File: src/rtl/alu_issue_stage_pkg.sv
// rtl/alu_issue_stage_pkg.sv - ALU op codes, RV32I opcodes and issue entry type
package alu_defs;

   localparam int XLEN = 32;

   localparam logic [3:0] ALU_ADD  = 4'b0000;
   localparam logic [3:0] ALU_SUB  = 4'b0001;
   localparam logic [3:0] ALU_SLT  = 4'b0010;
   localparam logic [3:0] ALU_SLTU = 4'b0011;
   localparam logic [3:0] ALU_AND  = 4'b0100;
   localparam logic [3:0] ALU_OR   = 4'b0101;
   localparam logic [3:0] ALU_XOR  = 4'b0110;
   localparam logic [3:0] ALU_NOR  = 4'b0111;
   localparam logic [3:0] ALU_SRL  = 4'b1000;
   localparam logic [3:0] ALU_SRA  = 4'b1001;
   localparam logic [3:0] ALU_SLL  = 4'b1010;

   localparam logic [6:0] OPC_OP     = 7'b0110011;
   localparam logic [6:0] OPC_OP_IMM = 7'b0010011;
   localparam logic [6:0] OPC_LOAD   = 7'b0000011;
   localparam logic [6:0] OPC_STORE  = 7'b0100011;
   localparam logic [6:0] OPC_LUI    = 7'b0110111;
   localparam logic [6:0] OPC_AUIPC  = 7'b0010111;
   localparam logic [6:0] OPC_BRANCH = 7'b1100011;
   localparam logic [6:0] OPC_JAL    = 7'b1101111;
   localparam logic [6:0] OPC_JALR   = 7'b1100111;

   localparam logic [6:0] F7_BASE = 7'b0000000;
   localparam logic [6:0] F7_ALT  = 7'b0100000;

   typedef struct packed {
      logic [XLEN-1:0] a;
      logic [XLEN-1:0] b;
      logic [3:0]      alu_op;
      logic [4:0]      rd;
      logic            illegal;
   } issue_t;

endpackage

File: src/rtl/alu_issue_stage_if.sv
// rtl/alu_issue_stage_if.sv - upstream and execute-side handshake bundle
interface alu_issue_stage_if;
   import alu_defs::*;

   logic            in_valid;
   logic            in_ready;
   logic [31:0]     in_instr;
   logic [XLEN-1:0] in_pc;
   logic [XLEN-1:0] in_rs1_val;
   logic [XLEN-1:0] in_rs2_val;
   logic            out_valid;
   logic            out_ready;
   logic [XLEN-1:0] out_a;
   logic [XLEN-1:0] out_b;
   logic [3:0]      out_alu_op;
   logic [4:0]      out_rd;
   logic            out_illegal;

   modport slave (
      input  in_valid, in_instr, in_pc, in_rs1_val, in_rs2_val, out_ready,
      output in_ready, out_valid, out_a, out_b, out_alu_op, out_rd, out_illegal
   );

   modport master (
      output in_valid, in_instr, in_pc, in_rs1_val, in_rs2_val, out_ready,
      input  in_ready, out_valid, out_a, out_b, out_alu_op, out_rd, out_illegal
   );

endinterface

File: src/rtl/alu_issue_stage_decode.sv
// rtl/alu_issue_stage_decode.sv - RV32I opcode/funct decode to ALU operands and op
module alu_op_decode
   import alu_defs::*;
(
   input  logic [31:0]     i_instr,
   input  logic [XLEN-1:0] i_pc,
   input  logic [XLEN-1:0] i_rs1,
   input  logic [XLEN-1:0] i_rs2,
   output logic [XLEN-1:0] o_a,
   output logic [XLEN-1:0] o_b,
   output logic [3:0]      o_alu_op,
   output logic            o_illegal
);

   logic [6:0]      w_opcode;
   logic [2:0]      w_f3;
   logic [6:0]      w_f7;
   logic [XLEN-1:0] w_imm_i;
   logic [XLEN-1:0] w_imm_s;
   logic [XLEN-1:0] w_imm_u;
   logic [XLEN-1:0] w_shamt;
   logic [XLEN-1:0] w_a;
   logic [XLEN-1:0] w_b;
   logic [3:0]      w_op;
   logic            w_legal;

   assign w_opcode = i_instr[6:0];
   assign w_f3     = i_instr[14:12];
   assign w_f7     = i_instr[31:25];
   assign w_imm_i  = {{20{i_instr[31]}}, i_instr[31:20]};
   assign w_imm_s  = {{20{i_instr[31]}}, i_instr[31:25], i_instr[11:7]};
   assign w_imm_u  = {i_instr[31:12], 12'b0};
   assign w_shamt  = {27'b0, i_instr[24:20]};

   always_comb begin
      w_a     = '0;
      w_b     = '0;
      w_op    = ALU_ADD;
      w_legal = 1'b1;
      case (w_opcode)
         OPC_OP: begin
            w_a = i_rs1;
            w_b = i_rs2;
            case (w_f3)
               3'b000:  w_op = (w_f7 == F7_ALT) ? ALU_SUB : ALU_ADD;
               3'b001:  w_op = ALU_SLL;
               3'b010:  w_op = ALU_SLT;
               3'b011:  w_op = ALU_SLTU;
               3'b100:  w_op = ALU_XOR;
               3'b101:  w_op = (w_f7 == F7_ALT) ? ALU_SRA : ALU_SRL;
               3'b110:  w_op = ALU_OR;
               default: w_op = ALU_AND;
            endcase
            // F7_ALT only selects sub and sra; every other encoding is reserved
            if (w_f7 != F7_BASE && !(w_f7 == F7_ALT && (w_f3 == 3'b000 || w_f3 == 3'b101)))
               w_legal = 1'b0;
         end
         OPC_OP_IMM: begin
            w_a = i_rs1;
            w_b = w_imm_i;
            case (w_f3)
               3'b000: w_op = ALU_ADD;
               3'b001: begin
                  w_op    = ALU_SLL;
                  w_b     = w_shamt;
                  w_legal = (w_f7 == F7_BASE);
               end
               3'b010: w_op = ALU_SLT;
               3'b011: w_op = ALU_SLTU;
               3'b100: w_op = ALU_XOR;
               3'b101: begin
                  w_op    = (w_f7 == F7_ALT) ? ALU_SRA : ALU_SRL;
                  w_b     = w_shamt;
                  w_legal = (w_f7 == F7_BASE) || (w_f7 == F7_ALT);
               end
               3'b110:  w_op = ALU_OR;
               default: w_op = ALU_AND;
            endcase
         end
         OPC_LOAD: begin
            w_a = i_rs1;
            w_b = w_imm_i;
         end
         OPC_STORE: begin
            w_a = i_rs1;
            w_b = w_imm_s;
         end
         OPC_LUI:   w_b = w_imm_u;
         OPC_AUIPC: begin
            w_a = i_pc;
            w_b = w_imm_u;
         end
         OPC_BRANCH: begin
            w_a = i_rs1;
            w_b = i_rs2;
            case (w_f3)
               3'b000, 3'b001: w_op = ALU_SUB;
               3'b100, 3'b101: w_op = ALU_SLT;
               3'b110, 3'b111: w_op = ALU_SLTU;
               default:        w_legal = 1'b0;
            endcase
         end
         OPC_JAL, OPC_JALR: begin
            w_a     = i_pc;
            w_b     = 32'd4;
            w_legal = (w_opcode == OPC_JAL) || (w_f3 == 3'b000);
         end
         default: w_legal = 1'b0;
      endcase
   end

   assign o_a       = w_legal ? w_a : '0;
   assign o_b       = w_legal ? w_b : '0;
   assign o_alu_op  = w_legal ? w_op : ALU_ADD;
   assign o_illegal = ~w_legal;

endmodule

File: src/rtl/alu_issue_stage.sv
// rtl/alu_issue_stage.sv - registered issue stage with 2-entry skid buffer
module alu_issue_stage
   import alu_defs::*;
(
   input  logic               clk,
   input  logic               rst_n,
   input  logic               flush,
   alu_issue_stage_if.slave   bus
);

   issue_t r_out;
   issue_t r_skid;
   logic   r_out_valid;
   logic   r_skid_valid;
   issue_t w_dec;
   logic   w_accept;
   logic   w_out_free;

   alu_op_decode u_decode (
      .i_instr   (bus.in_instr),
      .i_pc      (bus.in_pc),
      .i_rs1     (bus.in_rs1_val),
      .i_rs2     (bus.in_rs2_val),
      .o_a       (w_dec.a),
      .o_b       (w_dec.b),
      .o_alu_op  (w_dec.alu_op),
      .o_illegal (w_dec.illegal)
   );
   assign w_dec.rd = bus.in_instr[11:7];

   assign w_accept   = bus.in_valid & ~r_skid_valid;
   assign w_out_free = ~r_out_valid | bus.out_ready;

   // in_ready depends only on the skid register, so no comb path from out_ready
   always_ff @(posedge clk or negedge rst_n) begin
      if (!rst_n) begin
         r_out        <= '0;
         r_skid       <= '0;
         r_out_valid  <= 1'b0;
         r_skid_valid <= 1'b0;
      end else if (flush) begin
         r_out_valid  <= 1'b0;
         r_skid_valid <= 1'b0;
      end else if (w_out_free) begin
         if (r_skid_valid) begin
            r_out        <= r_skid;
            r_out_valid  <= 1'b1;
            r_skid_valid <= 1'b0;
         end else begin
            if (w_accept)
               r_out <= w_dec;
            r_out_valid <= w_accept;
         end
      end else if (w_accept) begin
         r_skid       <= w_dec;
         r_skid_valid <= 1'b1;
      end
   end

   assign bus.in_ready    = ~r_skid_valid;
   assign bus.out_valid   = r_out_valid;
   assign bus.out_a       = r_out.a;
   assign bus.out_b       = r_out.b;
   assign bus.out_alu_op  = r_out.alu_op;
   assign bus.out_rd      = r_out.rd;
   assign bus.out_illegal = r_out.illegal;

endmodule
File: src/flat_wrapper.sv
// flat-port wrapper written by rule: the top's interface ports become plain ports
module alu_issue_stage_flat import alu_defs::*;
  (clk, rst_n, flush, bus_in_valid, bus_in_instr, bus_in_pc, bus_in_rs1_val, bus_in_rs2_val, bus_out_ready, bus_in_ready, bus_out_valid, bus_out_a, bus_out_b, bus_out_alu_op, bus_out_rd, bus_out_illegal);
  alu_issue_stage_if bus_i ();
  input  logic clk;
  input  logic rst_n;
  input  logic flush;
  input wire logic [$bits(bus_i.in_valid)-1:0] bus_in_valid;
  input wire logic [$bits(bus_i.in_instr)-1:0] bus_in_instr;
  input wire logic [$bits(bus_i.in_pc)-1:0] bus_in_pc;
  input wire logic [$bits(bus_i.in_rs1_val)-1:0] bus_in_rs1_val;
  input wire logic [$bits(bus_i.in_rs2_val)-1:0] bus_in_rs2_val;
  input wire logic [$bits(bus_i.out_ready)-1:0] bus_out_ready;
  output wire logic [$bits(bus_i.in_ready)-1:0] bus_in_ready;
  output wire logic [$bits(bus_i.out_valid)-1:0] bus_out_valid;
  output wire logic [$bits(bus_i.out_a)-1:0] bus_out_a;
  output wire logic [$bits(bus_i.out_b)-1:0] bus_out_b;
  output wire logic [$bits(bus_i.out_alu_op)-1:0] bus_out_alu_op;
  output wire logic [$bits(bus_i.out_rd)-1:0] bus_out_rd;
  output wire logic [$bits(bus_i.out_illegal)-1:0] bus_out_illegal;
  assign bus_i.in_valid = bus_in_valid;
  assign bus_i.in_instr = bus_in_instr;
  assign bus_i.in_pc = bus_in_pc;
  assign bus_i.in_rs1_val = bus_in_rs1_val;
  assign bus_i.in_rs2_val = bus_in_rs2_val;
  assign bus_i.out_ready = bus_out_ready;
  assign bus_in_ready = bus_i.in_ready;
  assign bus_out_valid = bus_i.out_valid;
  assign bus_out_a = bus_i.out_a;
  assign bus_out_b = bus_i.out_b;
  assign bus_out_alu_op = bus_i.out_alu_op;
  assign bus_out_rd = bus_i.out_rd;
  assign bus_out_illegal = bus_i.out_illegal;
  alu_issue_stage u_core (.clk(clk), .rst_n(rst_n), .flush(flush), .bus(bus_i));
endmodule
File: config.mk
export PLATFORM = sky130hd
export DESIGN_NAME = alu_issue_stage_flat
export DESIGN_NICKNAME = d
export VERILOG_FILES = /design/src/rtl/alu_issue_stage_pkg.sv /design/src/rtl/alu_issue_stage_if.sv /design/src/rtl/alu_issue_stage_decode.sv /design/src/rtl/alu_issue_stage.sv /design/src/flat_wrapper.sv
export SDC_FILE = /design/constraint.sdc
export NUM_CORES = 1
export LEC_CHECK = 0
export ABC_AREA = 0
export CAP_MARGIN = 20
export CORE_ASPECT_RATIO = 0.5
export CORE_MARGIN = 5
export CORE_UTILIZATION = 43
export CTS_CLUSTER_DIAMETER = 100
export DETAILED_ROUTE_END_ITERATION = 8
export PLACE_DENSITY_LB_ADDON = 0.12
export SLEW_MARGIN = 20
export SYNTH_ARGS = -nofsm -noshare
export SYNTH_HDL_FRONTEND = slang
export SYNTH_SLANG_ARGS = --single-unit
File: constraint.sdc
create_clock -name clk -period 1.64 [get_ports clk]
set_input_delay 0.246 -clock clk [delete_from_list [all_inputs] [get_ports clk]]
set_output_delay 0.246 -clock clk [all_outputs]
set_load 0.005 [all_outputs]
# == Yosys cells after proc, flatten, opt, wreduce, memory -nomap -nowiden ==
# Cells that the tools add are included.
# totals
ff_bits,150
elab_cells,85
# classes
n_eq_ne,17
n_mux,24
bitwise_logic,7
n_reduce_logical,25
# op_table
operator,count
$pmux 32 s6,1
$mux 74,2
$mux 32,3
$pmux 32 s2,1
$pmux 4 s7,2
$eq 7x6->1 const B,4
$eq 7x7->1 const B,3
$eq 7x5->1 const B,2
$reduce_or 2->1,7
$eq 3x3->1 const B,4
$pmux 4 s3,1
$mux 1,10
$eq 7x2->1 const B,1
$logic_not 7->1,1
$reduce_bool 7->1,1
$eq 3x2->1 const B,2
$pmux 2 s3,1
$reduce_and 3->1,2
$reduce_or 6->1,1
$not 1->1,5
$pmux 1 s5,1
$reduce_or 5->1,1
$mux 4,1
$reduce_bool 2->1,2
11 further kinds,14

# == Longest topological paths before layout ==
# Gate-level depths: netlist (run 1).
# logic_depth
word_depth,10
ltp_mapped,11
depth_no_buf,7

# == Cells and area by module ==
# Synthesis (run 1) repeated with hierarchy kept, for this count alone.
# hier_totals
hier_cells,627
hier_area_um2,8039.0
# modules_own_cells
module,instances,cells_each,area_each_um2,seq_area_each_um2
alu_issue_stage,1,405,6770.2,3753.6
alu_op_decode,1,222,1268.7,0.0

# == Worst setup path after synthesis (run 1) ==
# OpenSTA, ideal clock, no wires.
# synth_path
kind,input -> register
from,input bus_in_instr[12]
to,register u_core.r_out (netlist bit u_core.bus.out_b[12])
setup_ns,0.126
arrival_ns,2.064
t_required_ns,1.514
setup_slack_ns,-0.550
stages,9
path_buffers,3
cell_sequence,clkbuf_2 > nand2b_1 > o2bb2ai_1 > a2111oi_0 > and2_1 > buf_6 > buf_2 > a21oi_1 > a221o_1
# synth_between
elab_chain_cells,10
elab_cells_between_ends,22
classes_between,5 x eq/ne; 9 x mux; 8 x reduce/logical
# synth_lines
item,line,text
start: declaration,flat_wrapper.sv:9,input wire logic [$bits(bus_i.in_instr)-1:0] bus_in_instr;
$eq 3x3->1 / $logic_not 3->1 (equally long branches),--,
$logic_or 1x1->1,alu_issue_stage_decode.sv:55,if (w_f7 != F7_BASE && !(w_f7 == F7_ALT && (w_f3 == 3'b000 || w_f3 == 3'b101)))
$logic_and 1x1->1,alu_issue_stage_decode.sv:55,
$logic_not 1->1,alu_issue_stage_decode.sv:55,
$logic_and 1x1->1,alu_issue_stage_decode.sv:55,
$mux 1,alu_issue_stage_decode.sv:55,
$pmux 1 s5,alu_issue_stage_decode.sv:40,case (w_opcode)
$mux 32 *,alu_issue_stage_decode.sv:113,assign o_b = w_legal ? w_b : '0;
$mux 74 *,alu_issue_stage.sv:50,if (w_accept)
$mux 74 *,alu_issue_stage.sv:45,if (r_skid_valid) begin
end signal: assignment,alu_issue_stage.sv:46,r_out <= r_skid;
end signal: assignment,alu_issue_stage.sv:51,r_out <= w_dec;
end: declaration,alu_issue_stage.sv:11,issue_t r_out;
# Every way passes the cells marked *; elsewhere a longest branch is shown, timed or not. The select of a mux whose other input is x is not followed.
# A chain may end at the register's enable or synchronous reset.

# == Worst setup path in the final report (run 1) ==
# layout_path
from,input bus_in_instr[13]
to,register u_core.r_out (netlist bit u_core.bus.out_alu_op[2])
# layout_between
elab_chain_cells,10
elab_cells_between_ends,24
classes_between,7 x eq/ne; 10 x mux; 7 x reduce/logical
# layout_lines
item,line,text
$eq 3x3->1 / $logic_not 3->1 (equally long branches),--,
$logic_or 1x1->1,alu_issue_stage_decode.sv:55,
$logic_and 1x1->1,alu_issue_stage_decode.sv:55,
$logic_not 1->1,alu_issue_stage_decode.sv:55,
$logic_and 1x1->1,alu_issue_stage_decode.sv:55,
$mux 1,alu_issue_stage_decode.sv:55,
$pmux 1 s5,alu_issue_stage_decode.sv:40,
$mux 4 *,alu_issue_stage_decode.sv:114,assign o_alu_op = w_legal ? w_op : ALU_ADD;
$mux 74 *,alu_issue_stage.sv:50,
$mux 74 *,alu_issue_stage.sv:45,
# Marks and branches as above.

==> results of run 1 <==
## sequential cells by signal, summed over array words and instances, names as in the netlist
signal                  flops
u_core.r_skid_valid         1
u_core.bus.out_valid        1
u_core.bus.out_b           32
u_core.bus.out_a           32
u_core.bus.out_rd           5
u_core.r_skid              74
u_core.bus.out_illegal      1
u_core.bus.out_alu_op       4
## where the power goes
group	internal (W)	switching, W	leakage [nW]
Sequential	0.00389	0.000107	2.00
Combinational	0.000949	0.000736	2.91
Clock	0.00198	0.00171	0.266
Total	0.00682	0.00255	5.18
## metrics by stage
| step | util | setup slack [ns] | setup TNS [ns] | hold slack [ns] | instance area [µm²] |
|---|---|---|---|---|---|
| CTS | 0.7024 | -0.1253 | -0.8298 | 0.2764 | 11510 |
| global placement | 0.6269 | -1.124 | -125.21 | 0.1720 | 10280 |
| detailed placement | 0.6269 | -1.154 | -131.06 | 0.1711 | 10280 |
| finish | 0.7392 | -0.1559 | -6.429 | 0.2988 | 12120 |
| global route | 0.7392 | -0.1707 | -7.864 | 0.3343 | 12120 |
| floorplan | - | -0.3434 | -30.62 | -0.04959 | 7283 |
## per-layer routing
layer  global-route usage  part of all wire
met1               0.3497              0.43
met2               0.4343              0.49
met3              0.06439             0.075
met4              0.06079            0.0072
met5                    0           0.00071
## final cells by class
type	count	area (µm²)
flip-flops and latches	150	3755
well taps	227	284.0
clock inverters	14	117.6
inverters	6	22.52
clock buffers	18	429.2
multi-input cells	489	4006
fillers	1163	4275
repair buffers	336	3502
## path summary, 6_finish.rpt
kind | from | endpoint | slack, ns | cells past startpoint
min in group clk | bus_in_instr[13] | u_core.r_skid[23] | 0.36 | 4
min reg2reg | u_core.r_skid[48] | u_core.r_skid[48] | 0.48 | 2
max | bus_in_instr[13] | u_core.bus.out_alu_op[2] | -0.16 | 7
min | rst_n | u_core.bus.out_b[17] | 0.30 | 2
max in group asynchronous | rst_n | u_core.r_skid[45] | 0.72 | 3
max reg2reg | u_core.r_skid_valid | u_core.bus.out_a[28] | -0.08 | 8
## placed cells by master (no fill, tap or decap), types with 5 or more instances in the layout
cell type and n:
mux2_4 10, a21oi_4 8, a22oi_1 30, and3_1 35, nand3_1 6, clkdlybuf4s50_1 187
dfrtp_1 149, a32o_1 10, a221o_1 21, a22o_1 6, a21oi_2 17, mux2i_1 10
buf_2 5, o22ai_1 17, and2_4 5, mux2_2 16, inv_6 5, buf_12 21
a22oi_2 23, buf_16 5, a21oi_1 56, o21ai_0 26, buf_4 87, o31ai_1 9
nor2_1 43, a32oi_1 11, nand2_1 52, o31ai_4 25, buf_6 14, clkbuf_16 18
## repair_timing
item,CTS,global route
hold buffers,1,0
resized for setup,123,118
cloned,12,1
buffers inserted,20,5
hold endpoints to repair,31,0
setup endpoints to repair,139,142
pin swaps,41,31
## cell families after synthesis
group	after synthesis	synth area share
flip-flops	150	0.5224
buffers and inverters	74	0.04127
AND/OR/NAND/NOR	172	0.1146
adder cells (fa/ha/maj)	3	0.005224
multiplexers	36	0.05468
XOR/XNOR	1	0.001219
AO/OA/AOI/OAI	274	0.2607
==> results by group, run 1 <==
Drt
  • First-pass DRT Iterations: 5
  • Vias post-DR: 7241
  • Drt drc: 0
  • Via-to-Cell Ratio: 5.840
  • Final wirelength: 26.70 mm
  • Post-DRT Antenna Nets: 0
  • Wire per inst: 21.53 µm
  • DRC violation total after the first TritonRoute iteration: 570

Synthesis
  • Yosys Warn Count: 0
  • EDFF count, synth: 0
  • Synth top area cells: dfrtp_1, a21oi_1, a22oi_1
  • Average size of a mapped cell: 10.12 µm²
  • Count leader, synth: dfrtp_1
  • Syn Inst Count: 710
  • Post-synth top cells: dfrtp_1, a21oi_1, nand2_1
  • Synthesized net count: 846
  • Top cell type by total area after synthesis: dfrtp_1
  • Synthesized flop and latch total: 150
  • Post-Syn Area: 0.007186 mm²
  • Ys async rst share: 1.000
  • Main synth FF type: dfrtp_1
  • Post-synth cell types: 45
  • Sequential-to-total area share from yosys stat: 0.5224
  • Top cell type's share of synthesized area: 0.5224

Clocking
  • Clock Latency Late Sink: 0.42 ns
  • Worst-path clk slew: 0.07 ns
  • Root Buffer: clkbuf_16
  • Max clock buf depth: 2
  • H-tree levels: 4
  • TritonCTS Buffers: 17
  • Sink Count: 150
  • CTS tree: yes

Final layout
  • Share of layout cells above drive strength 1: 0.3090
  • Final std cells w/o fill: 1240
  • Inserted Diodes: 0
  • Final nets: 1136
  • Area Overhead vs Synth: 68.62%

Timing
  • Period utilization: 1.095
  • RSZ-0062 raised after global routing: true
  • Hold Vio Cnt, Final: 0
  • Setup violators final: 116
  • Worst Skew: 0.01039 ns
  • Worst setup margin: -0.1559 ns
  • Achievable Freq: 0.5568 GHz
  • Relative slew margins: 0.7062
  • Worst-margin pin slew: 0.4407 ns
  • Slew Limit Fails: 0
  • Fin crit period: 1.796 ns

GRT
  • Initial antenna violation count: 2
  • Total GRT Usage: 0.2612
  • Largest net degree at the start of global routing: 52
  • Vias in the first global route: 7316
  • First-pass GRT wire length: 39.67 mm
  • GRT Residual Overflow: 0

Power
  • Pleak: 5.183 nW
  • Tot Pwr: 0.009373 W
  • Worst VDD drop: 0.7975 mV
  • Pwr per Cell Area: 773.6 mW/mm²

Worst setup path
  • CP top delay family: simple AND/OR/NAND/NOR gates
  • CP Max Fanout: 5
  • Critical Path RT: 1.98 ns
  • CP arrival: 2.13 ns
  • Most used cell, CP: or4_4
  • Slowest CP cell: or4_4
  • Startpoint Class: input pin
  • Crit path cell chain: buf_8 > or4_4 > a311o_1 > buf_4 > and2_4 > or4_4 > a21oi_2
  • Nature of the critical path endpoint: flop
  • Bufs and invs on worst path: 2
  • CP max stage delay: 0.54 ns
  • Critical path class: input pin to flop

Status
  • Failing checks: negative setup slack
  • Status: finished, violations left

Placed design
  • Detail Placement HPWL: 16.42 mm
  • Port Buf Inserts: 208
  • Gp weighted congestion: 0.8740
  • Placed cell count: 1172

Hold path
  • Hold Crit Class: input pin to async pin

Die
  • I/O pins: 209
  • Die Height: 101.4 µm
  • Core ar.: 0.01639 mm²
  • Die Area: 0.01955 mm²
  • Initial Utilization: 0.4384
  • Cell Rows: 33
  • Die Wd: 192.8 µm

Run
  • Total of max-cap violations: 0
Power figures use the tool's default switching activity.
==> run 2, diff against run 1 <==
- CTS_CLUSTER_DIAMETER: 100 -> default
- MAX_ROUTING_LAYER: default -> met4
==> run 2 against run 1 <==
  * The flow still finishes with violations (negative setup slack)
  * Combinational power rose by 4%
  * Via count up 0.33%
  * Design area rose by 2.0%
  * Non-clock buffer count grew 6
  * First-iteration DRC count shrank 12%
  * Flip-flop and latch count stayed put
  * Clock power up 24%
  * Clock skew barely moved
  * Final cell count up 0.48%
  * Clock-buffer cell count unchanged
  * Critical path type unchanged
  * Largest cell class unchanged
==> results by group, run 2 (synthesis gave the netlist of run 1 again) <==
Timing
  • Period utilization: 1.089
  • Worst Skew: 0.01064 ns
  • Worst setup margin: -0.1455 ns
  • Achievable Freq: 0.5601 GHz
  • Hold Vio Cnt, Final: 0
  • Final TNS setup: -2.419 ns
  • Slew Limit Fails: 0
  • Worst-margin pin slew: 0.4690 ns
  • Fin crit period: 1.786 ns
  • Setup violators final: 54
  • RSZ-0062 raised after global routing: true
  • Relative slew margins: 0.6874

Die
  • Die Wd: 192.8 µm
  • Core ar.: 0.01639 mm²
  • Die Area: 0.01955 mm²
  • Cell Rows: 33
  • I/O pins: 209
  • Initial Utilization: 0.4384
  • Die Height: 101.4 µm

Drt
  • Final wirelength: 27.02 mm
  • Drt drc: 0
  • Vias post-DR: 7265
  • Via-to-Cell Ratio: 5.831
  • DRC violation total after the first TritonRoute iteration: 502
  • Wire per inst: 21.69 µm
  • Post-DRT Antenna Nets: 0
  • First-pass DRT Iterations: 5

Clocking
  • CTS tree: yes
  • Sink Count: 150
  • Clock Latency Late Sink: 0.42 ns
  • Root Buffer: clkbuf_16
  • Worst-path clk slew: 0.07 ns
  • H-tree levels: 4
  • TritonCTS Buffers: 17
  • Max clock buf depth: 2

Placed design
  • Area of placed instances: 0.01026 mm²
  • Gp weighted congestion: 0.8517
  • Placed cell count: 1170
  • Detail Placement HPWL: 16.56 mm
  • Place WS: -1.258 ns
  • Port Buf Inserts: 208

Worst setup path
  • Reg2reg path depth: 7
  • Reg2reg setup slack: -0.09 ns
  • Crit path cell chain: buf_8 > inv_4 > or4_4 > a311o_1 > and2_4 > buf_12 > buf_12 > a21o_4 > o31ai_2
  • CP Max Fanout: 6
  • Worst flop-to-flop path endpoint: u_core.bus.out_b[31]
  • Slowest CP cell: or4_4
  • CP arrival: 2.11 ns
  • Worst path depth: 9
  • CP max stage delay: 0.53 ns
  • Critical path class: input pin to flop
  • Worst Setup EP: u_core.bus.out_b[11]
  • Nature of the critical path endpoint: flop
  • CP top delay family: compound AO/OA/AOI/OAI gates
  • Startpoint Class: input pin
  • RR Startpoint: u_core.r_skid_valid
  • Setup crit start: bus_in_instr[5]
  • Critical Path RT: 1.96 ns
  • Most used cell, CP: buf_12
  • Bufs and invs on worst path: 4

Hold path
  • Hold Crit Class: input pin to async pin

Power
  • Worst VDD drop: 0.7041 mV
  • Pwr per Cell Area: 833.9 mW/mm²
  • Pleak: 5.202 nW

Final layout
  • Area Overhead vs Synth: 72.05%
  • Most frequent cells in the layout: clkdlybuf4s50_1, dfrtp_1, buf_4
  • Largest register FFs: 74
  • Biggest register: u_core.r_skid
  • Share of layout cells above drive strength 1: 0.3392
  • Final std cells w/o fill: 1246
  • Final instance area: 0.01236 mm²
  • Final nets: 1141
  • Most common cell after layout, fill and taps aside: clkdlybuf4s50_1

Run
  • Total of max-cap violations: 0

GRT
  • GRT Residual Overflow: 0
  • Largest net degree at the start of global routing: 51
  • Total GRT Usage: 0.2639
  • Initial antenna violation count: 2
  • Vias in the first global route: 7313
  • First-pass GRT wire length: 39.42 mm

Status
  • Failing checks: negative setup slack
  • Status: finished, violations left
-- run 2: changes by cell type in the layout (fill, tap and decap cells not counted), moves of 13 or more --
cell     delta
and3_1     -27
and3_4     +27
o31ai_4    -21
a22oi_1    +19
a22oi_2    -19
o31ai_2    +16
a21oi_2    +13
-- run 2: cell type report --
class	instances	area [µm²]
antenna	2	5.005
timing repair buffer	342	3686
clock inverter	13	240.2
clock buffer	18	429.2
sequential	150	3755
fill	1115	4029
multi-input combinational	488	3936
inverter	6	27.53
tap	227	284.0
-- run 2: metal layers --
layer / part of all wire / GRT usage
met2: 0.48 / 0.4220
met4: 0.0093 / 0.05203
met3: 0.075 / 0.05544
met1: 0.43 / 0.3529
met5: 0 / -
-- run 2: repair_timing --
item,CTS,global route
setup buffers,21,8
gates resized for setup,136,130
endpoints found under the setup margin,139,128
hold endpoints to repair,33,0
hold buffers,1,0
pin swaps,27,24
gates cloned,8,8
-- run 2: worst min path at each step --
stage	from	to	slack (ns)
after detailed placement	rst_n	u_core.r_skid[25]	0.18
after global routing	rst_n	u_core.r_skid[25]	0.34
after global placement	rst_n	u_core.r_skid[25]	0.17
after floorplan	rst_n	u_core.bus.out_a[0]	-0.05
after CTS	rst_n	u_core.r_skid[25]	0.30
final	rst_n	u_core.r_skid[25]	0.30
-- run 2: report_power, final --
| part | switching [W] | internal [W] |
|---|---|---|
| Clock | 0.00168 | 0.00288 |
| Sequential | 0.000110 | 0.00389 |
| Combinational | 0.000743 | 0.00100 |
-- run 2: through the flow --
step / hold slack, ns / power, W / util
3_5_place_dp: 0.1775 / 0.005557 / 0.6260
5_1_grt: 0.3365 / 0.01066 / 0.7542
2_1_floorplan: -0.04959 / 0.004508 / -
4_1_cts: 0.2970 / 0.01019 / 0.7109
6_report: 0.3020 / 0.01031 / 0.7542
3_3_place_gp: 0.1697 / 0.005528 / 0.6260
-- run 2: worst reg2reg max path: cells and delay by family (launching register included) --
family / cells / cell delay, ns
AND/OR/NAND/NOR: 4 / 0.60
flip-flops: 1 / 0.42
buffers and inverters: 2 / 0.33
AO/OA/AOI/OAI: 1 / 0.27
==> run 3, diff against run 2 <==
--- a/config.mk
+++ b/config.mk
@@ -8,5 +8,3 @@
 export ABC_AREA = 0
-export CAP_MARGIN = 20
 export CORE_ASPECT_RATIO = 0.5
-export CORE_MARGIN = 5
 export CORE_UTILIZATION = 43
==> constraint.sdc (replaced) <==
create_clock -name clk -period 1.64 [get_ports clk]
set_input_delay 0.164 -clock clk [delete_from_list [all_inputs] [get_ports clk]]
set_output_delay 0.164 -clock clk [all_outputs]
set_load 0.005 [all_outputs]
==> run 3 against run 2 <==
  * The run still ends with negative setup slack left
  * Sequential power about the same
  * Routed wire length fell by 7.4%
  * Combinational power fell by 9%
  * Core utilization decreased by 1.6 points
  * Power shrank 4.6%
  * Clock-buffer cell count down 1
  * Critical path type unchanged
  * Critical endpoint is now u_core.bus.out_a[31]
==> results by group, run 3 (synthesis gave the netlist of run 1 again) <==
Status
  • Status: finished, violations left
  • Failing checks: negative setup slack

Timing
  • Setup violators final: 9
  • Slew Limit Fails: 0
  • Worst setup margin: -0.09425 ns
  • Hold Vio Cnt, Final: 0
  • RSZ-0062 raised after global routing: true
  • Final TNS setup: -0.2630 ns
  • Worst-margin pin slew: 0.5069 ns
  • Relative slew margins: 0.6615
  • Period utilization: 1.057
  • Fin crit period: 1.734 ns
  • Achievable Freq: 0.5766 GHz
  • Worst Skew: 0.01326 ns

GRT
  • GRT Residual Overflow: 0
  • Initial antenna violation count: 2
  • Vias in the first global route: 7053
  • Total GRT Usage: 0.2925
  • Largest net degree at the start of global routing: 43
  • First-pass GRT wire length: 37.40 mm

Worst setup path
  • CP arrival: 2.08 ns
  • Nature of the critical path endpoint: flop
  • CP Max Fanout: 7
  • Critical Path RT: 1.98 ns
  • Critical path class: input pin to flop
  • Startpoint Class: input pin

Clocking
  • TritonCTS Buffers: 17
  • Sink Count: 150
  • Clock Latency Late Sink: 0.42 ns
  • Root Buffer: clkbuf_16
  • H-tree levels: 4
  • Max clock buf depth: 2
  • CTS tree: yes
  • Worst-path clk slew: 0.06 ns

Drt
  • Max Used Layer: met4
  • Final wirelength: 25.03 mm
  • Met2 Wirelength: 11.92 mm
  • Met3 routed WL: 1.970 mm
  • First-pass DRT Iterations: 5
  • Via-to-Cell Ratio: 5.872
  • Wire length on met1: 10.83 mm
  • Vias post-DR: 7182
  • Post-DRT Antenna Nets: 0
  • Wire per inst: 20.47 µm
  • DRC violation total after the first TritonRoute iteration: 566
  • Drt drc: 0

Power
  • Sw Share: 0.2512
  • Pwr per Cell Area: 840.5 mW/mm²
  • Sequential cell fraction of total power: 0.407
  • Comb pwr share: 0.162
  • Worst VDD drop: 0.7611 mV
  • Internal Power: 0.007364 W
  • Pleak: 5.039 nW
  • Switching power: 0.002471 W
  • Clk pwr share: 0.431

Hold path
  • Hold Crit Class: input pin to flop

Final layout
  • Share of layout cells above drive strength 1: 0.2670
  • Biggest register: u_core.r_skid
  • Most frequent cells in the layout: clkdlybuf4s50_1, dfrtp_1, buf_4
  • Area Overhead vs Synth: 62.84%
  • Most common cell after layout, fill and taps aside: clkdlybuf4s50_1
  • Largest register FFs: 74
  • Final core utilization: 0.7380
  • Final nets: 1125
  • Final std cells w/o fill: 1223

Placed design
  • Detail Placement HPWL: 15.49 mm
  • Placed cell count: 1166
  • Port Buf Inserts: 208
  • Gp weighted congestion: 0.8689

Die
  • Die Wd: 184.8 µm
  • Initial Utilization: 0.4532
  • I/O pins: 209
  • Cell Rows: 32
  • Die Area: 0.01726 mm²
  • Die Height: 93.41 µm
  • Core ar.: 0.01586 mm²

Run
  • Total of max-cap violations: 0
## run 3: changes by cell type in the layout (fill, tap and decap cells not counted), sizes merged, moves of 2 or more
cell,change
buf,-21
and2,-2
bufinv,-2
clkbuf,+2
clkdlybuf4s15,+2
clkinv,+2
## run 3: power by group through the flow
| stage | combinational, W | sequential, W | clock (W) |
|---|---|---|---|
| 6_report | 0.00160 | 0.00400 | 0.00424 |
| 5_1_grt | 0.00172 | 0.00402 | 0.00444 |
| 4_1_cts | 0.00154 | 0.00400 | 0.00425 |
| 3_5_place_dp | 0.00148 | 0.00407 | 0 |
| 3_3_place_gp | 0.00146 | 0.00406 | 0 |
| 2_1_floorplan | 0.000446 | 0.00406 | 0 |
## run 3: path summary, 6_finish.rpt
path	start	end	slack, ns	cells after the start
max	bus_in_instr[13]	u_core.bus.out_a[31]	-0.09	8
min reg2reg	u_core.r_skid[45]	u_core.r_skid[45]	0.47	2
max reg2reg	u_core.r_skid_valid	u_core.r_skid[7]	0.01	6
max in group asynchronous	rst_n	u_core.bus.out_b[2]	0.83	3
min in group asynchronous	rst_n	u_core.r_skid[25]	0.22	2
min	bus_in_instr[12]	u_core.r_skid[9]	0.21	4
## run 3: final cells by class
type	count	area, µm²
Fill cell	1090	4154
Timing Repair Buffer	327	3395
Tap cell	221	276.5
Multi-Input combinational cell	487	3627
Clock buffer	17	425.4
Sequential cell	150	3755
Inverter	6	22.52
Clock inverter	13	195.2
Antenna cell	2	5.005
## run 3: stage by stage
step	hold slack [ns]	power, W	instance area [µm²]	worst slack (ns)
2_1_floorplan	-0.1316	0.004508	7283	-0.2611
3_3_place_gp	0.08970	0.005519	10270	-0.9503
3_5_place_dp	0.09007	0.005545	10270	-0.9799
4_1_cts	0.2062	0.009795	11290	-0.06547
5_1_grt	0.2072	0.01017	11700	-0.1179
6_report	0.2100	0.009835	11700	-0.09425
## run 3: per-layer routing
| layer | vias up | GRT usage |
|---|---|---|
| met4 | 0 | 0.06680 |
| met3 | 26 | 0.05841 |
| met5 | - | - |
| met1 | 3581 | 0.3895 |
| met2 | 326 | 0.4633 |
| li1 | 3249 | - |
## run 3: repair_timing
action,4_1_cts,5_1_grt
cloned,5,8
hold buffers,1,0
endpoints found under the setup margin,139,131
hold endpoints to repair,41,0
resized for setup,68,74
setup buffers,11,1
pin swaps,29,24
## run 3: worst max-delay path, cell delays in order
cell and delay (ns):
buf_8 0.10, or4_4 0.54, a311o_1 0.34, and2_4 0.16
buf_6 0.13, buf_12 0.13, or3_4 0.36, a21oi_2 0.14
